===== config.mk =====
export PLATFORM = sky130hd
export DESIGN_NAME = cfg_register_bank
export DESIGN_NICKNAME = d
export VERILOG_FILES = /design/src/rtl/cfg_register_bank.sv
export SDC_FILE = /design/constraint.sdc
export NUM_CORES = 1
export LEC_CHECK = 0
export CORE_MARGIN = 5
export CORE_UTILIZATION = 45
export DETAILED_ROUTE_END_ITERATION = 6
export HOLD_SLACK_MARGIN = 0.02
export SKIP_LAST_GASP = 1
export SLEW_MARGIN = 20
export SYNTH_ARGS = -nofsm -noshare
export SYNTH_HDL_FRONTEND = slang
export SYNTH_SLANG_ARGS = --single-unit

===== constraint.sdc =====
create_clock -name CLK -period 3 [get_ports CLK]
set_input_delay 0.45 -clock CLK [delete_from_list [all_inputs] [get_ports CLK]]
set_output_delay 0.45 -clock CLK [all_outputs]
set_load 0.01 [all_outputs]

===== src/rtl/cfg_register_bank.sv =====
`default_nettype none
// ============================================================================
// Module      : cfg_register_bank
// Description : Parametrised configuration register file with bus and
//               hardware write ports, read-only mask and change pulses.
// Revision    : 1.0
// ============================================================================
module cfg_register_bank #(
    parameter int ADDR_WIDTH = 4,
    parameter int DATA_WIDTH = 8,
    parameter int NUM_REGS   = 16,
    parameter int NUM_EXPORT = 4,
    parameter logic [NUM_REGS*DATA_WIDTH-1:0] RST_VALUES =
        (NUM_REGS*DATA_WIDTH)'(32'h2081_0000),
    parameter logic [NUM_REGS-1:0] RO_MASK = '0
) (
    input  logic                           CLK,
    input  logic                           RST,
    input  logic [ADDR_WIDTH-1:0]          Address,
    input  logic                           WrEn,
    input  logic                           RdEn,
    input  logic [DATA_WIDTH-1:0]          WrData,
    input  logic                           HW_WrEn,
    input  logic [ADDR_WIDTH-1:0]          HW_Addr,
    input  logic [DATA_WIDTH-1:0]          HW_WrData,
    output logic [DATA_WIDTH-1:0]          RdData,
    output logic                           RdData_Valid,
    output logic                           Access_Err,
    output logic [NUM_EXPORT*DATA_WIDTH-1:0] REG_OUT,
    output logic [NUM_EXPORT-1:0]          Change_Pulse
);

    logic [DATA_WIDTH-1:0] r_regs [NUM_REGS];
    logic [DATA_WIDTH-1:0] w_next [NUM_REGS];
    logic [DATA_WIDTH-1:0] r_rd_data;
    logic                  r_rd_valid;
    logic                  r_err;
    logic [NUM_EXPORT-1:0] r_change;

    logic [NUM_REGS-1:0]   w_bus_sel;
    logic [NUM_REGS-1:0]   w_hw_sel;
    logic [NUM_REGS-1:0]   w_hw_hit;
    logic [NUM_REGS-1:0]   w_bus_wr_hit;
    logic                  w_rd_req;
    logic                  w_wr_req;
    logic                  w_bus_in_range;
    logic                  w_err;
    logic [DATA_WIDTH-1:0] w_rd_value;

    // One-hot address decode; out-of-range addresses select nothing.
    generate
        for (genvar gi = 0; gi < NUM_REGS; gi++) begin : g_decode
            assign w_bus_sel[gi] = (Address == ADDR_WIDTH'(gi));
            assign w_hw_sel[gi]  = (HW_Addr == ADDR_WIDTH'(gi));
        end
    endgenerate

    assign w_rd_req       = RdEn & ~WrEn;
    assign w_wr_req       = WrEn & ~RdEn;
    assign w_bus_in_range = |w_bus_sel;
    assign w_hw_hit       = {NUM_REGS{HW_WrEn}} & w_hw_sel;
    // Hardware status updates win over a bus write to the same register.
    assign w_bus_wr_hit   = {NUM_REGS{w_wr_req}} & w_bus_sel & ~RO_MASK & ~w_hw_hit;

    assign w_err = (WrEn & RdEn)
                 | ((w_rd_req | w_wr_req) & ~w_bus_in_range)
                 | (w_wr_req & (|(w_bus_sel & RO_MASK)))
                 | (w_wr_req & (|(w_bus_sel & ~RO_MASK & w_hw_hit)));

    always_comb begin
        w_rd_value = '0;
        for (int i = 0; i < NUM_REGS; i++) begin
            if (w_bus_sel[i]) w_rd_value = r_regs[i];
        end
    end

    always_comb begin
        for (int i = 0; i < NUM_REGS; i++) begin
            w_next[i] = r_regs[i];
            if (w_hw_hit[i])
                w_next[i] = HW_WrData;
            else if (w_bus_wr_hit[i])
                w_next[i] = WrData;
        end
    end

    always_ff @(posedge CLK) begin
        if (RST) begin
            for (int i = 0; i < NUM_REGS; i++)
                r_regs[i] <= RST_VALUES[i*DATA_WIDTH +: DATA_WIDTH];
            r_rd_data  <= '0;
            r_rd_valid <= 1'b0;
            r_err      <= 1'b0;
            r_change   <= '0;
        end else begin
            for (int i = 0; i < NUM_REGS; i++)
                r_regs[i] <= w_next[i];
            r_rd_valid <= w_rd_req;
            if (w_rd_req)
                r_rd_data <= w_rd_value;
            r_err <= w_err;
            for (int i = 0; i < NUM_EXPORT; i++)
                r_change[i] <= (w_next[i] != r_regs[i]);
        end
    end

    generate
        for (genvar gi = 0; gi < NUM_EXPORT; gi++) begin : g_export
            assign REG_OUT[gi*DATA_WIDTH +: DATA_WIDTH] = r_regs[gi];
        end
    endgenerate

    assign RdData       = r_rd_data;
    assign RdData_Valid = r_rd_valid;
    assign Access_Err   = r_err;
    assign Change_Pulse = r_change;

endmodule
`default_nettype wire


==> summary.txt <==
Run status: complete, no violations
Final setup fails: 0
Largest net degree at the start of global routing: 141
Total CTS buffers: 17
Core ar.: 19600 um^2
Most common cell after layout, fill and taps aside: nor2_1
Power density over the cells: 478 nW/um^2
Crit-path max FO: 14
Storage element area: 2840 um^2
IO Pins: 75
Post-CTS setup buffer count: 0
Worst Skew: 0.00871 ns
Post-synth EDFFs: 0
Port buffer count: 74
Antenna cells: 0
Syn avg cell area: 7.55 um^2
Largest family of logic cells by synthesized area: compound AO/OA/AOI/OAI gates
Crit-path slowest cell: clkdlybuf4s50_1
Critical Path Max Stage Delay: 0.58 ns
Wirelength, routed: 35100 um
Cells after Synth: 1190
Vias in the first global route: 8467
Critical Path RT: 3.34 ns
Synthesized cell area: 8990 um^2
CTS clk-pin slew, worst paths: 0.06 ns
Share of post-route cells with drive strength above 1: 11.6%
Area of the multi-input gates: 5290 um^2
GRT Util Overall: 30.3%
Area delta synth->final: 16.8%
Final period utilization: 78.2%
Clock Tree Buf Depth: 2
Initial antenna violation count: 0
Area of the die: 22900 um^2
FFs w/ async S/R, synth: 0%
Min Tclk post-route: 2.35 ns
Skew-Pair Late Insertion Delay: 0.44 ns
XOR/XNOR Fraction of Synth Area: 3.51%
Setup crit start kind: input pin
Via count: 9377
Net Sw Frac: 28.3%
Routed Antenna Nets: 0
Starting density of the core: 45.9%
Filler Cells Inserted: 1897
Max Clk Rate: 0.426 GHz
CTS-repair resized insts: 0
#FFs+latches synth: 142
Total Neg Setup Slack: 0 ns
Top cells by area, synth: dfxtp_1 32%, a311oi_1 9.1%, nor2_1 6.7%, nand2_1 6.4%, o21ai_0 4.8%
NumNets Final: 1234
Seq pwr share: 39.8%
CP arrival: 2.69 ns
Most frequent cells in the layout: 161 x nor2_1, 154 x nand2_1, 142 x dfxtp_1
Leading area contributor after synthesis: dfxtp_1
Area share of the largest cell type after synthesis: 31.6%
Seq/Total Area, Yosys: 31.6%
Root Driver: clkbuf_16
Initial drt markers: 1013
Post-synthesis compound-gate area fraction: 28.2%
Max_cap viols: 0
Post-synthesis mux area share: 6.14%
Worst Tran Pin Value: 0.742 ns
Cell Int Power: 3.60 mW
Post-DR vias/cell: 6.34
Drt first pass iters: 7
Worst VDD drop: 0.000391 V
Gpl congestion: 0.932
Clock share of power: 45.6%
# hold bufs at CTS: 0
Synth cell types: 62
Leakage: 3.67 nW
Final worst slack: 0.653 ns
DRC viols: 0
Sink Count: 142
Syn Nets: 1222
Ys flop type: dfxtp_1
Synth warnings: 0
Synth Area in Adders: 0.418%
Final hold violation count: 0
Hpwl dp: 24000 um
Post-synthesis simple-gate area fraction: 20.5%
Fin. max-slew vios: 0
Hold WC Path Type: reg -> reg
H-Tree Depth: 4
First-pass GRT wire length: 52600 um
RSZ-0062 raised after global routing: no
Relative slew margins: 50.4%
Combinational share of power: 14.6%
Worst setup EP type: flip-flop
Die Ht: 151 um
CP Class: in -> reg
GRT overflow: 0
CP Cell Sequence: clkdlybuf4s50_1, buf_4, and2_1, nand3_1, nor2_1, a21oi_1, a211oi_1
Psw: 1.42 mW
Setup Slack @ Placement: 0.254 ns
WL/cell: 23.7 um
FP Rows: 51
Die width: 151 um
CTS tree: built
-- cell usage after synthesis (5+ instances only) --
master / number
a211oi_1: 26
a211oi_2: 7
a21o_1: 9
a21oi_1: 33
a221o_1: 9
a221oi_1: 12
a22oi_1: 10
a311oi_1: 93
a31oi_1: 13
and2_1: 7
and3_1: 6
buf_1: 9
buf_2: 24
buf_4: 40
clkbuf_1: 81
dfxtp_1: 142
inv_1: 27
mux2_2: 11
mux2i_1: 36
nand2_1: 154
nand2b_1: 8
nand3_1: 45
nor2_1: 161
nor2b_1: 11
nor3_1: 7
nor4_1: 5
o21ai_0: 87
o221ai_1: 8
o22ai_1: 23
xnor2_1: 13
xor2_1: 23
-- power groups by stage --
stage          clock, mW  combinational (mW)  sequential (mW)
6_report            2.29               0.733             2.00
3_3_place_gp           0               0.711             2.04
4_1_cts             2.30               0.716             2.00
2_1_floorplan          0               0.430             2.02
3_5_place_dp           0               0.712             2.04
5_1_grt             2.38               0.774             2.00
-- sequential cells by signal, indices dropped and copies added, names as in the netlist --
name	flops
r_regs	128
RdData	8
Change_Pulse	4
Access_Err	1
RdData_Valid	1
-- area by class of cell --
class                   instances  share of cell area [%]
clock buffers                  17                    4.05
clock inverters                14                    1.85
well taps                     265                    3.16
multi-input cells             867                    50.4
inverters                      27                   0.965
repair buffers                147                    12.5
flip-flops and latches        142                    27.1
-- stage by stage --
step / utilization [%] / instances / hold slack [ns] / total power [mW] / instance area [um^2]
after floorplan: - / 1190 / 0.455 / 2.45 / 8990
after global placement: 50.4 / 1448 / 0.462 / 2.75 / 9880
after detailed placement: 50.4 / 1448 / 0.460 / 2.75 / 9880
after CTS: 53.6 / 1479 / 0.472 / 5.01 / 10500
after global routing: 53.6 / 1479 / 0.501 / 5.16 / 10500
final: 53.6 / 1479 / 0.466 / 5.02 / 10500
-- metal layers --
layer | global-route usage, % | routed length, um | up-vias
met5 | 0 | 0 | -
met4 | 9.93 | 907 | 0
met3 | 6.64 | 3510 | 70
met2 | 45.6 | 15600 | 550
met1 | 43.0 | 15100 | 4444
li1 | - | - | 4313
-- worst max-delay path: cells and delay by family --
family	cells	cell delay [ns]
AND/OR/NAND/NOR	3	1.09
buffers and inverters	2	0.80
AO/OA/AOI/OAI	2	0.33
-- worst paths after layout --
kind                      start             end  slack [ns]  cells past startpoint
hold reg to reg       RdData[5]       RdData[5]        0.47                      2
hold / removal        RdData[5]       RdData[5]        0.47                      2
setup / recovery     Address[3]  r_regs[0][104]        0.65                      7
setup reg to reg  r_regs[0][30]       RdData[6]        1.02                      5
-- logic make-up after synthesis --
kind of cell | Yosys count
adder cells (fa/ha/maj) | 3
multiplexers | 50
buffers and inverters | 181
XOR/XNOR | 36
AO/OA/AOI/OAI | 354
flip-flops | 142
AND/OR/NAND/NOR | 424
(Power assumes the default switching activity.)
